`src/rtl/watch_pkg.sv`:
```
// Shared types and constants for the BCD minutes:seconds stopwatch.
// Optional lap feature in watch_core is enabled by defining WATCH_LAP_EN.
package watch_pkg;

  typedef enum logic [1:0] {
    IDLE  = 2'd0,
    RUN   = 2'd1,
    PAUSE = 2'd2
  } state_e;

  typedef logic [3:0] bcd_t;

  localparam int ONES_MAX = 9;
  localparam int TENS_MAX = 5;

endpackage

```
`src/rtl/bcd_cnt.sv`:
```
// One BCD digit: counts 0..MAX on en, wraps to 0 and flags wrap so the
// next digit up can be chained directly off it. clr has priority over en.
module bcd_cnt
  import watch_pkg::*;
#(
  parameter int MAX = 9
) (
  input  logic clk,
  input  logic rst,
  input  logic en,
  input  logic clr,
  output bcd_t q,
  output logic wrap
);

  localparam bcd_t MAX_V = bcd_t'(MAX);

  bcd_t q_q;
  bcd_t q_d;

  // Next digit value: clear, wrap at MAX, or increment.
  always_comb begin
    q_d = q_q;
    if (clr) begin
      q_d = '0;
    end else if (en) begin
      q_d = (q_q == MAX_V) ? '0 : bcd_t'(q_q + 4'd1);
    end
  end

  // Digit register.
  always_ff @(posedge clk or negedge rst) begin
    if (!rst) q_q <= '0;
    else      q_q <= q_d;
  end

  assign q    = q_q;
  assign wrap = en & ~clr & (q_q == MAX_V);

endmodule

```
`src/rtl/watch_core.sv`:
```
// Stopwatch core: edge-detects the divider output, prescales by
// TICKS_PER_SEC and advances a 00:00-59:59 BCD count under start/pause/clear.
// Define WATCH_LAP_EN to add the lap snapshot (btn_lap / lap_active).
//
// Handshake: btn_start, btn_clear (and btn_lap) are single-cycle pulses with
// no ready/backpressure; each is acted on at the clk edge that samples it.
// tick_in is a level, only its rising edge matters.
module watch_core
  import watch_pkg::*;
#(
  parameter int TICKS_PER_SEC = 1
) (
  input  logic       clk,
  input  logic       rst,
`ifdef WATCH_LAP_EN
  input  logic       btn_lap,
  output logic       lap_active,
`endif
  input  logic       tick_in,
  input  logic       btn_start,
  input  logic       btn_clear,
  output bcd_t       sec_ones,
  output bcd_t       sec_tens,
  output bcd_t       min_ones,
  output bcd_t       min_tens,
  output logic       running,
  output logic       carry_out,
  output logic [1:0] dbg_state
);

  localparam logic [7:0] PRE_MAX = 8'(TICKS_PER_SEC - 1);

  state_e     state_q, state_d;
  logic       tick_q;
  logic [7:0] pre_cnt_q, pre_cnt_d;
  logic       carry_q;

  logic tick_rise;
  logic count_ok;
  logic sec_step;
  logic w_so, w_st, w_mo, w_mt;
  bcd_t so, st, mo, mt;

  assign tick_rise = tick_in & ~tick_q;
  // A tick counts only if we were already running and no clear is arriving.
  assign count_ok  = tick_rise & (state_q == RUN) & ~btn_clear;
  assign sec_step  = count_ok & (pre_cnt_q == PRE_MAX);

  // Next-state logic: clear wins, start toggles between RUN and PAUSE.
  always_comb begin
    state_d = state_q;
    if (btn_clear) begin
      state_d = IDLE;
    end else if (btn_start) begin
      case (state_q)
        IDLE:    state_d = RUN;
        RUN:     state_d = PAUSE;
        PAUSE:   state_d = RUN;
        default: state_d = IDLE;
      endcase
    end
  end

  // Prescaler next value: zeroed by clear, advanced only by counting ticks.
  always_comb begin
    pre_cnt_d = pre_cnt_q;
    if (btn_clear) begin
      pre_cnt_d = '0;
    end else if (count_ok) begin
      pre_cnt_d = sec_step ? 8'd0 : pre_cnt_q + 8'd1;
    end
  end

  // Control registers; tick_q tracks tick_in in every state.
  always_ff @(posedge clk or negedge rst) begin
    if (!rst) begin
      state_q   <= IDLE;
      tick_q    <= 1'b0;
      pre_cnt_q <= '0;
      carry_q   <= 1'b0;
    end else begin
      state_q   <= state_d;
      tick_q    <= tick_in;
      pre_cnt_q <= pre_cnt_d;
      carry_q   <= w_mt;
    end
  end

  bcd_cnt #(.MAX(ONES_MAX)) u_sec_ones (
    .clk(clk), .rst(rst), .en(sec_step), .clr(btn_clear), .q(so), .wrap(w_so));
  bcd_cnt #(.MAX(TENS_MAX)) u_sec_tens (
    .clk(clk), .rst(rst), .en(w_so), .clr(btn_clear), .q(st), .wrap(w_st));
  bcd_cnt #(.MAX(ONES_MAX)) u_min_ones (
    .clk(clk), .rst(rst), .en(w_st), .clr(btn_clear), .q(mo), .wrap(w_mo));
  bcd_cnt #(.MAX(TENS_MAX)) u_min_tens (
    .clk(clk), .rst(rst), .en(w_mo), .clr(btn_clear), .q(mt), .wrap(w_mt));

  assign running   = (state_q == RUN);
  assign carry_out = carry_q;
  assign dbg_state = state_q;

`ifdef WATCH_LAP_EN
  logic lap_q, lap_d;
  bcd_t snap_so_q, snap_st_q, snap_mo_q, snap_mt_q;
  logic lap_take;

  // Snapshot is taken only on the edge that turns lap on, from pre-update digits.
  assign lap_take = btn_lap & ~btn_clear & (state_q != IDLE) & ~lap_q;

  // Lap toggle: clear forces off, lap in IDLE is ignored.
  always_comb begin
    lap_d = lap_q;
    if (btn_clear) begin
      lap_d = 1'b0;
    end else if (btn_lap && (state_q != IDLE)) begin
      lap_d = ~lap_q;
    end
  end

  // Lap flag and snapshot registers.
  always_ff @(posedge clk or negedge rst) begin
    if (!rst) begin
      lap_q     <= 1'b0;
      snap_so_q <= '0;
      snap_st_q <= '0;
      snap_mo_q <= '0;
      snap_mt_q <= '0;
    end else begin
      lap_q <= lap_d;
      if (lap_take) begin
        snap_so_q <= so;
        snap_st_q <= st;
        snap_mo_q <= mo;
        snap_mt_q <= mt;
      end
    end
  end

  assign lap_active = lap_q;
  assign sec_ones   = lap_q ? snap_so_q : so;
  assign sec_tens   = lap_q ? snap_st_q : st;
  assign min_ones   = lap_q ? snap_mo_q : mo;
  assign min_tens   = lap_q ? snap_mt_q : mt;
`else
  assign sec_ones = so;
  assign sec_tens = st;
  assign min_ones = mo;
  assign min_tens = mt;
`endif

endmodule
```
`config.mk`:
```
export PLATFORM = sky130hd
export DESIGN_NAME = watch_core
export DESIGN_NICKNAME = d
export VERILOG_FILES = /design/src/rtl/watch_pkg.sv /design/src/rtl/bcd_cnt.sv /design/src/rtl/watch_core.sv
export SDC_FILE = /design/constraint.sdc
export NUM_CORES = 1
export LEC_CHECK = 0
export BUFFER_PORTS_ARGS = -buffer_cell sky130_fd_sc_hd__buf_2
export CORE_MARGIN = 2
export CORE_UTILIZATION = 40
export DETAILED_ROUTE_END_ITERATION = 16
export PLACE_DENSITY_LB_ADDON = 0.05
export SYNTH_ARGS = -nofsm -noshare
export SYNTH_HDL_FRONTEND = slang
export SYNTH_SLANG_ARGS = --single-unit
```
`constraint.sdc`:
```
create_clock -name clk -period 5.4 [get_ports clk]
set_clock_uncertainty 0.05 [all_clocks]
set_input_delay 1.08 -clock clk [delete_from_list [all_inputs] [get_ports clk]]
set_output_delay 1.08 -clock clk [all_outputs]
set_load 0.005 [all_outputs]
```
* Word-level counts from Yosys, hierarchy flattened
Index checks and enable logic that the tools add are counted.
W data, S select, Z words.
** Word-level totals
- Register bits after elaboration :: 28
- Input port bits :: 5
- Output and inout port bits :: 20
- Logic and storage cells :: 60
** Cells by class
- $add $sub $neg :: 5
- Equality and inequality tests :: 6
- Muxes and demuxes :: 18
- Bitwise gates (word level) :: 14
- Reduce and logical (&&, ||, !) cells :: 9
** Operators by type and width (count)
- $mux W4 :: 12
- $mux W8 :: 3
- $add A4 B1 Y4 const B :: 4
- $and A1 B1 Y1 :: 12
- $reduce_bool A2 Y1 :: 6
- $add A8 B1 Y8 const B :: 1
- $eq A4 B3 Y1 const B :: 2
- $eq A4 B4 Y1 const B :: 2
- $logic_not A8 Y1 :: 1
- $mux W2 :: 2
- $pmux W2 S2 :: 1
- $eq A2 B1 Y1 const B :: 1
- $eq A2 B2 Y1 const B :: 1
- $logic_not A2 Y1 :: 1
- $not A1 Y1 :: 2
- $reduce_or A2 Y1 :: 1

* Longest topological paths before layout
Gate-level depths: netlist of the first run.
- Word-level depth :: 13
- Depth in mapped cells :: 8
- Gate-level depth less buffers :: 6

* Modules after synthesis
A second synthesis of the first run with hierarchy kept.
** Second synthesis, totals
- Cells, all modules :: 156
- Area, all modules :: 1579.0 um^2
** Modules (own cells, without submodules)
- watch_core :: times used 1, cells each 56, area each 620.6 um^2, sequential area each 300.3 um^2
- bcd_cnt at u_min_ones ... :: times used 2, cells each 25, area each 246.5 um^2, sequential area each 100.1 um^2
- bcd_cnt at u_min_tens ... :: times used 2, cells each 25, area each 232.7 um^2, sequential area each 100.1 um^2

* Worst setup path after synthesis of the first run
OpenSTA, ideal clock, no wires.
- Path type :: input-to-reg
- Start point :: input tick_in
- End point :: register u_min_ones.q_q[3], in the netlist u_min_ones.q[3]
- Setup time :: 0.139 ns
- Arrival time :: 2.304 ns
- Required time :: 5.211 ns
- Setup slack :: 2.907 ns
- Cell stages on the path :: 6
- Path buffers :: 2
- Path through :: nor4bb_1 -> clkbuf_1 -> nand4_2 -> buf_2 -> o311ai_0 -> o21ai_0
** Between the ends
- Cells in the longest elaborated chain, start to end :: 9
** Ends and longest elaborated chain
- start, declared :: RTL line watch_core.sv:19 : input logic tick_in,
- $and A1 B1 Y1 :: RTL line watch_core.sv:44 : assign tick_rise = tick_in & ~tick_q;
- $and A1 B1 Y1 (2 in series) :: RTL line watch_core.sv:46 : assign count_ok = tick_rise & (state_q == RUN) & ~btn_clear;
- $and A1 B1 Y1 :: RTL line watch_core.sv:47 : assign sec_step = count_ok & (pre_cnt_q == PRE_MAX);
- $and A1 B1 Y1 (4 in series) :: RTL line bcd_cnt.sv:38 : assign wrap = en & ~clr & (q_q == MAX_V);
- $reduce_bool A2 Y1 (no source line)
- end signal, assigned :: RTL line bcd_cnt.sv:34 : else q_q <= q_d;
- end, declared :: RTL line bcd_cnt.sv:18 : bcd_t q_q;
Every way passes these cells.
A chain may end at the register's enable or synchronous reset.

* Final worst setup path of the first run
- Start point :: input btn_clear
- End point :: register u_sec_tens.q_q[3], in the netlist u_sec_tens.q[3]
** Between the ends
- Cells in the longest elaborated chain, start to end :: 6
** Ends and longest elaborated chain
- start, declared :: RTL line watch_core.sv:21 : input logic btn_clear,
- $not A1 Y1 :: RTL line bcd_cnt.sv:38, watch_core.sv:46
- $and A1 B1 Y1 :: RTL line watch_core.sv:46
- $and A1 B1 Y1 :: RTL line watch_core.sv:47
- $and A1 B1 Y1 (2 in series) :: RTL line bcd_cnt.sv:38
- $reduce_bool A2 Y1 (no source line)
- end signal, assigned :: RTL line bcd_cnt.sv:34
- end, declared :: RTL line bcd_cnt.sv:18
Parallel ways exist; a longest one is shown, timed or not.

==> results of run 1 <==
[state kept, by name, indices dropped and copies added, names as in the netlist]
register and flops:
carry_out 1, dbg_state 2, pre_cnt_q 8, tick_q 1, u_min_ones.q 4, u_min_tens.q 4, u_sec_ones.q 4, u_sec_tens.q 4
[metrics by stage]
step | std cells | hold WS [ns] | power, W | cell area (sq um) | setup slack [ns]
after floorplan | 168 | 0.479 | 0.000231 | 1620 | 2.91
after global placement | 237 | 0.504 | 0.000243 | 1790 | 2.32
after detailed placement | 237 | 0.516 | 0.000244 | 1790 | 2.27
after CTS | 241 | 0.530 | 0.000377 | 1840 | 2.58
after global routing | 241 | 0.577 | 0.000389 | 1840 | 2.37
final | 241 | 0.524 | 0.000372 | 1840 | 2.57
[critical path, delay by kind of cell]
kind / cells / cell delay (ns)
and+or+nand+nor: 3 / 1.50
AOI/OAI and AO/OA: 1 / 0.14
buffers and inverters: 1 / 0.25
[final cells by class]
cell class | count | area [sq um] | share of cell area [%]
flip-flops and latches | 28 | 701 | 38.0
clock buffers | 4 | 55.1 | 2.99
well taps | 50 | 62.6 | 3.40
repair buffers | 25 | 128 | 6.93
multi-input cells | 127 | 870 | 47.2
inverters | 7 | 26.3 | 1.43
[logic make-up after synthesis]
kind of cell / count (synthesis) / synth area share, %
fa+ha+maj: 10 / 7.72
compound gates: 40 / 14.4
simple gates: 71 / 28.0
mux: 3 / 1.85
buf+inv: 13 / 3.16
xor+xnor: 3 / 1.62
flops: 28 / 43.2
[metal layers]
metal	share of wire, %	routed length (microns)	global-route usage [%]
met3	3.4	120	2.00
met2	47	1680	27.7
met1	48	1720	24.0
met5	0	0	0
met4	1.1	38	4.59
[synth_stat cells (all sizes together)]
| master | n | area share, % |
|---|---|---|
| or4b | 1 | 0.62 |
| a32oi | 1 | 0.54 |
| and3 | 2 | 0.77 |
| buf | 2 | 0.62 |
| o21ai | 11 | 3.4 |
| xnor2 | 3 | 1.6 |
| a22o | 2 | 1.1 |
| a21o | 1 | 0.46 |
| clkbuf | 4 | 0.93 |
| nor4 | 1 | 1.3 |
| mux2i | 3 | 1.9 |
| nand4b | 2 | 1.1 |
| a21oi | 18 | 5.6 |
| inv | 7 | 1.6 |
| ha | 10 | 7.7 |
| a31o | 1 | 0.54 |
| nand4bb | 1 | 0.69 |
| nand3b | 8 | 3.7 |
| nand3 | 8 | 2.5 |
| nand4 | 4 | 1.9 |
| o311ai | 1 | 0.54 |
| nor2 | 13 | 3.0 |
| a22oi | 2 | 0.93 |
| a211oi | 1 | 0.46 |
| or4 | 3 | 1.4 |
| nor4bb | 1 | 0.62 |
| nor3 | 2 | 0.62 |
| or2 | 1 | 0.39 |
| nand2b | 1 | 0.39 |
| or3 | 3 | 1.2 |
| nor4b | 2 | 2.0 |
| nand2 | 10 | 2.3 |
| and4 | 1 | 0.54 |
| and3b | 2 | 1.1 |
| nor2b | 3 | 1.2 |
| o31ai | 2 | 0.93 |
| and2 | 2 | 0.77 |
| dfrtp | 28 | 43 |
[final timing paths]
path | start | to | slack [ns]
min reg2reg | pre_cnt_q[1] | pre_cnt_q[1] | 0.52
max in group asynchronous | rst | pre_cnt_q[1] | 4.12
min in group asynchronous | rst | u_min_ones.q[3] | 0.76
max | btn_clear | u_sec_tens.q[3] | 2.57
min | pre_cnt_q[1] | pre_cnt_q[1] | 0.52
max reg2reg | pre_cnt_q[0] | u_sec_tens.q[3] | 3.09
[report_power, final]
part	leakage (nW)	switching, W	total [W]	internal (W)
clock	0.0288	0.0000675	0.000133	0.0000654
sequential	0.387	0.00000252	0.000214	0.000212
combinational	0.459	0.0000162	0.0000250	0.00000875
total	0.876	0.0000862	0.000372	0.000286
==> impl_metrics.py, run 1 <==
metrics = {
    "status": {
        "outcome": "completed",
    },
    "die": {
        "num_io_pins": 25,
        "dieWidth_microns": 67.7,
        "die_h_microns": 67.7,
        "core_region_area_sq_um": 3940,
        "placementRows": 23,
        "start_util_pct": 41.1,
        "die_area_sq_um": 4580,
    },
    "route": {
        "viasPerCell": 5.59,
        "drcViolationCount": 0,
        "dr.pass1.iters": 4,
        "ant_nets": 0,
        "dr.first_iter.drc_count": 67,
        "wire_per_inst_microns": 14.8,
        "dr_total_vias": 1347,
        "routed_wl_microns": 3560,
    },
    "run": {
        "drv_cap": 0,
    },
    "timing": {
        "slew_viol_final": 0,
        "max_freq_mhz": 353,
        "setup_tns_ns": 0,
        "finalSetupViolations": 0,
        "period_needed_ns": 2.83,
        "hold_viol_final": 0,
        "rsz0062_at_grt": "no",
        "slew_headroom_pct": 57.0,
        "worst_pin_slew_ns": 0.645,
        "post-route-period-util_pct": 52.4,
    },
    "cells_and_area": {
        "fin_util_pct": 46.7,
        "mostFrequentLayoutCell": "dfrtp_1",
        "mostFrequentLayoutCells": "28 x dfrtp_1, 24 x buf_2, 18 x a21oi_1",
        "antenna_cells": 0,
        "nets": 207,
        "syn_to_final_growth_pct": 13.6,
        "drive_above_1_share_pct": 18.3,
        "n_fill_cell": 377,
    },
    "grt": {
        "overflow": 0,
        "grt_pass1_vias": 1251,
        "track_usage_pct": 17.1,
        "antenna_found_initial": 0,
        "grt_max_degree": 29,
        "grt_first_pass_wirelength_microns": 5910,
    },
    "yosys": {
        "syn_area_per_cell_sq_um": 9.65,
        "ys_ff_latch": 28,
        "synthDistinctLibCells": 40,
        "netlist_area_sq_um": 1620,
        "syn_nets": 183,
        "yosysSeqAreaShare_pct": 43.2,
        "syn_inst": 168,
        "synth_warnings": 0,
    },
    "pwr": {
        "ir_drop_v": 0.0000834,
        "p_leak_nw": 0.876,
        "power_density_nw_per_um2": 202,
    },
    "clock_network": {
        "cts_tree": "yes",
        "cts_inserted_buffers": 3,
        "clk_pin_slew_ns": 0.10,
        "clockBufferDepth": 2,
        "hold_buffers": 0,
        "clk_latency_ns": 0.28,
        "cts.sinks": 28,
        "cts_root_buffer": "clkbuf_8",
        "post-cts-setup-buffers": 0,
        "cts-resized-gates": 0,
        "htree_levels": 1,
    },
    "placed_design": {
        "gp_congestion": 0.787,
        "hpwl_microns": 2480,
        "io_buffers": 24,
    },
    "setup_path": {
        "slowest_stage": "nor4b_4",
        "path_max_fanout": 24,
        "ff2ff_path_depth": 6,
        "cp-start-kind": "input port",
        "arrival_ns": 2.99,
        "crit_required_ns": 5.56,
        "critical_path_class": "in2reg",
        "end_kind": "register",
        "path_cells": "buf_2, nor4b_4, nand4_2, or4_1, a21oi_1",
        "slowest_delay_ns": 0.58,
    },
    "min_path": {
        "hold_class": "reg2reg",
        "hold_depth": 2,
    },
}
Note: power is estimated with default switching activity, not from simulation.
==> run 2: changes to the inputs <==
clock period = 2.35 ns   (was 5.4 ns; I/O delays follow)
==> run 2 against run 1 <==
  * Wire length shrank 4.8%
  * Power rose to 2.5 times the previous value
  * Via count is 1.8% lower
==> impl_metrics.py, run 2 (synthesis results as in run 1) <==
metrics = {
    "setup_path": {
        "slowest_stage": "nor4_4",
        "ff2ff_path_depth": 4,
        "cp-start-kind": "register",
        "path_cells": "nor4_4, nand4_2, or4_1, a21oi_1",
        "r2r_start": "pre_cnt_q[2]",
        "cp_top_family": "simple AND/OR/NAND/NOR gates",
        "path_max_fanout": 11,
        "slowest_delay_ns": 0.54,
        "end_kind": "register",
        "crit_required_ns": 2.51,
        "r2r-end": "u_sec_tens.q[3]",
        "critical_path_class": "reg2reg",
        "ff2ff_setup_slack_ns": 0.22,
        "arrival_ns": 2.29,
        "worst-path-buf-inv": 0,
    },
    "route": {
        "wire_per_inst_microns": 13.8,
        "routed_wl_microns": 3390,
        "dr.pass1.iters": 4,
        "drcViolationCount": 0,
        "dr_total_vias": 1323,
        "ant_nets": 0,
        "dr.first_iter.drc_count": 57,
        "viasPerCell": 5.38,
    },
    "cells_and_area": {
        "antenna_cells": 0,
        "drive_above_1_share_pct": 20.4,
        "mostFrequentLayoutCells": "28 x dfrtp_1, 24 x buf_2, 18 x a21oi_1",
        "syn_to_final_growth_pct": 16.9,
        "mostFrequentLayoutCell": "dfrtp_1",
        "largest-register": "pre_cnt_q",
        "nets": 212,
        "largest_register_ffs": 8,
        "n_fill_cell": 380,
        "final-instance-count-excl-fill": 246,
    },
    "die": {
        "core_region_area_sq_um": 3940,
        "die_area_sq_um": 4580,
        "start_util_pct": 41.1,
        "num_io_pins": 25,
        "dieWidth_microns": 67.7,
        "placementRows": 23,
        "die_h_microns": 67.7,
    },
    "clock_network": {
        "htree_levels": 1,
        "post-cts-setup-buffers": 0,
        "cts_inserted_buffers": 3,
        "clockBufferDepth": 2,
        "cts_tree": "yes",
        "cts-resized-gates": 0,
        "clk_latency_ns": 0.28,
        "clk_pin_slew_ns": 0.11,
        "cts.sinks": 28,
        "hold_buffers": 0,
        "cts_root_buffer": "clkbuf_8",
    },
    "grt": {
        "antenna_found_initial": 0,
        "use_met3_pct": 2.00,
        "use_met1_pct": 22.0,
        "grt_pass1_vias": 1228,
        "grt.busiest_layer": "met2",
        "grt_util_met2_pct": 24.8,
        "grt_first_pass_wirelength_microns": 5540,
        "track_usage_pct": 15.8,
        "grt_max_degree": 29,
        "overflow": 0,
    },
    "status": {
        "outcome": "completed",
    },
    "pwr": {
        "design_power_total_w": 0.000937,
        "ir_drop_v": 0.000254,
        "p_leak_nw": 0.905,
        "power_density_nw_per_um2": 494,
    },
    "placed_design": {
        "dpl.cell_count": 242,
        "hpwl_microns": 2430,
        "io_buffers": 24,
        "gp_congestion": 0.799,
    },
    "timing": {
        "hold_viol_final": 0,
        "hold_slack_ns": 0.140,
        "period_needed_ns": 2.13,
        "slew_headroom_pct": 58.9,
        "post-route-period-util_pct": 90.5,
        "worst_pin_slew_ns": 0.616,
        "max_freq_mhz": 470,
        "finalSetupViolations": 0,
        "rsz0062_at_grt": "no",
        "setup_tns_ns": 0,
        "slew_viol_final": 0,
    },
    "min_path": {
        "hold_class": "in2async",
    },
    "run": {
        "drv_cap": 0,
    },
}
-- run 2: worst max-delay path by stage --
stage	from	to	slack (ns)	cells after the start
2_1_floorplan	pre_cnt_q[0]	u_min_ones.q[3]	0.46	7
3_3_place_gp	btn_clear	u_sec_tens.q[3]	0.27	5
3_5_place_dp	btn_clear	u_sec_tens.q[3]	0.20	5
4_1_cts	pre_cnt_q[2]	u_sec_tens.q[3]	0.21	4
5_1_grt	pre_cnt_q[2]	u_min_ones.q[3]	0.06	4
6_report	pre_cnt_q[2]	u_sec_tens.q[3]	0.22	4
-- run 2: power breakdown --
group          internal (W)  switching [W]  leakage, nW
Clock              0.000228       0.000156       0.0357
Combinational     0.0000238      0.0000367        0.482
Sequential         0.000486     0.00000554        0.387
-- run 2: layer usage --
layer / wire length, microns / up-vias
met5: 0 / -
met4: 24 / 0
met3: 110 / 2
met2: 1620 / 19
met1: 1630 / 636
li1: - / 666
-- run 2: stage by stage --
stage,util (%),area [sq um],setup WS (ns)
2_1_floorplan,-,1620,0.459
3_3_place_gp,46.3,1820,0.270
3_5_place_dp,46.3,1820,0.198
4_1_cts,48.1,1900,0.208
5_1_grt,48.1,1900,0.0558
6_report,48.1,1900,0.222
-- run 2: cell type report --
type	count	area, sq um	share of cell area, %
clock inverters	1	30.0	1.58
repair buffers	30	165	8.71
inverters	7	26.3	1.39
flip-flops and latches	28	701	37.0
clock buffers	3	41.3	2.18
multi-input cells	127	870	45.9
well taps	50	62.6	3.30
==> run 3: changes to the inputs <==
PLACE_DENSITY = 0.6   (was default)
PLACE_DENSITY_LB_ADDON = default   (was 0.05)
SKIP_CTS_REPAIR_TIMING = 1   (was default)
==> run 3 against run 2 <==
  * Fmax increased by 0.74%
  * Clock-buffer cell count unchanged
  * Sequential cell count unchanged
  * Clock power about the same
  * Final area decreased by 0.40%
  * Largest power group unchanged
==> impl_metrics.py, run 3 (synthesis results as in run 1) <==
metrics = {
    "die": {
        "die_area_sq_um": 4580,
        "placementRows": 23,
        "core_region_area_sq_um": 3940,
        "num_io_pins": 25,
        "dieWidth_microns": 67.7,
        "start_util_pct": 41.1,
        "die_h_microns": 67.7,
    },
    "placed_design": {
        "dpl.cell_count": 241,
        "placed_area_sq_um": 1820,
        "gp_congestion": 0.837,
        "hpwl_microns": 2490,
        "io_buffers": 24,
    },
    "route": {
        "dr_total_vias": 1341,
        "viasPerCell": 5.47,
        "wire_per_inst_microns": 13.9,
        "routed_wl_microns": 3390,
        "ant_nets": 0,
        "drcViolationCount": 0,
        "dr.pass1.iters": 4,
        "dr.first_iter.drc_count": 34,
    },
    "setup_path": {
        "r2r-end": "u_sec_ones.q[3]",
        "crit_required_ns": 2.51,
        "cp-start-kind": "register",
        "r2r_start": "pre_cnt_q[0]",
        "critical_path_class": "reg2reg",
        "ff2ff_path_depth": 7,
        "arrival_ns": 2.27,
        "end_kind": "register",
        "ff2ff_setup_slack_ns": 0.24,
        "path_max_fanout": 7,
    },
    "timing": {
        "slew_headroom_pct": 58.5,
        "hold_viol_final": 0,
        "setup_tns_ns": 0,
        "rsz0062_at_grt": "no",
        "max_freq_mhz": 473,
        "post-route-period-util_pct": 89.9,
        "slew_viol_final": 0,
        "worst_pin_slew_ns": 0.622,
        "hold_slack_ns": 0.143,
        "period_needed_ns": 2.11,
        "finalSetupViolations": 0,
    },
    "cells_and_area": {
        "finalInstanceArea_sq_um": 1890,
        "largest-register": "pre_cnt_q",
        "n_fill_cell": 371,
        "antenna_cells": 0,
        "largest_register_ffs": 8,
        "syn_to_final_growth_pct": 16.4,
        "final-instance-count-excl-fill": 245,
        "nets": 211,
        "mostFrequentLayoutCells": "28 x dfrtp_1, 24 x buf_2, 18 x a21oi_1",
        "drive_above_1_share_pct": 20.0,
        "mostFrequentLayoutCell": "dfrtp_1",
    },
    "grt": {
        "track_usage_pct": 16.5,
        "overflow": 0,
        "grt_pass1_vias": 1303,
        "antenna_found_initial": 0,
        "grt_first_pass_wirelength_microns": 5750,
        "grt_max_degree": 29,
    },
    "pwr": {
        "ir_drop_v": 0.000256,
        "p_leak_nw": 0.901,
        "design_power_total_w": 0.000935,
        "power_density_nw_per_um2": 495,
    },
    "clock_network": {
        "htree_levels": 1,
        "cts_root_buffer": "clkbuf_8",
        "cts.sinks": 28,
        "clk_pin_slew_ns": 0.09,
        "cts_tree": "yes",
        "clockBufferDepth": 2,
        "cts_inserted_buffers": 3,
        "clk_latency_ns": 0.28,
    },
    "min_path": {
        "hold_class": "in2async",
    },
    "status": {
        "outcome": "completed",
    },
    "run": {
        "drv_cap": 0,
    },
}
## run 3: changes by cell type in the layout (fill, tap and decap cells not counted)
cell   previous run  this run
buf_4             6         5
## run 3: stage by stage
step                setup WS [ns]  utilization, %
floorplan                   0.459               -
global route               0.0714            47.9
finish                      0.238            47.9
CTS                         0.239            47.9
detailed placement          0.219            46.1
global placement            0.295            46.1
## run 3: worst max path at each step
stage	from	to	slack (ns)	cells after the start
4_1_cts	pre_cnt_q[0]	u_sec_ones.q[3]	0.24	7
3_3_place_gp	tick_in	u_sec_tens.q[1]	0.30	7
2_1_floorplan	pre_cnt_q[0]	u_min_ones.q[3]	0.46	7
3_5_place_dp	btn_clear	u_sec_ones.q[3]	0.22	6
6_report	pre_cnt_q[0]	u_sec_ones.q[3]	0.24	7
5_1_grt	pre_cnt_q[0]	u_sec_ones.q[3]	0.07	7
## run 3: critical path, stage by stage, from the launching register on
cell and delay (ns):
dfrtp_1 0.40, inv_1 0.10, ha_1 0.16, nor4b_4 0.34, buf_4 0.21, nand3_1 0.19
or3_1 0.44, a21oi_1 0.15
## run 3: where the power goes
part | switching (W) | internal, W | leakage [nW]
Combinational | 0.0000368 | 0.0000234 | 0.477
Clock | 0.000154 | 0.000228 | 0.0357
Sequential | 0.00000577 | 0.000486 | 0.387
## run 3: layout make-up
class	instances	area, sq um	share of cell area [%]
timing repair buffer	29	158	8.35
tap	50	62.6	3.31
clock inverter	1	30.0	1.59
sequential	28	701	37.1
inverter	7	26.3	1.39
clock buffer	3	41.3	2.19
multi-input combinational	127	870	46.1
## run 3: metal layers
layer  track usage, %  up-vias  share of wire [%]
met3             2.00        5                2.5
met1             19.8      648                 44
met2             29.4       18                 51
met5                0        -                  0
met4             7.40        0                1.7
li1                 -      670                  -
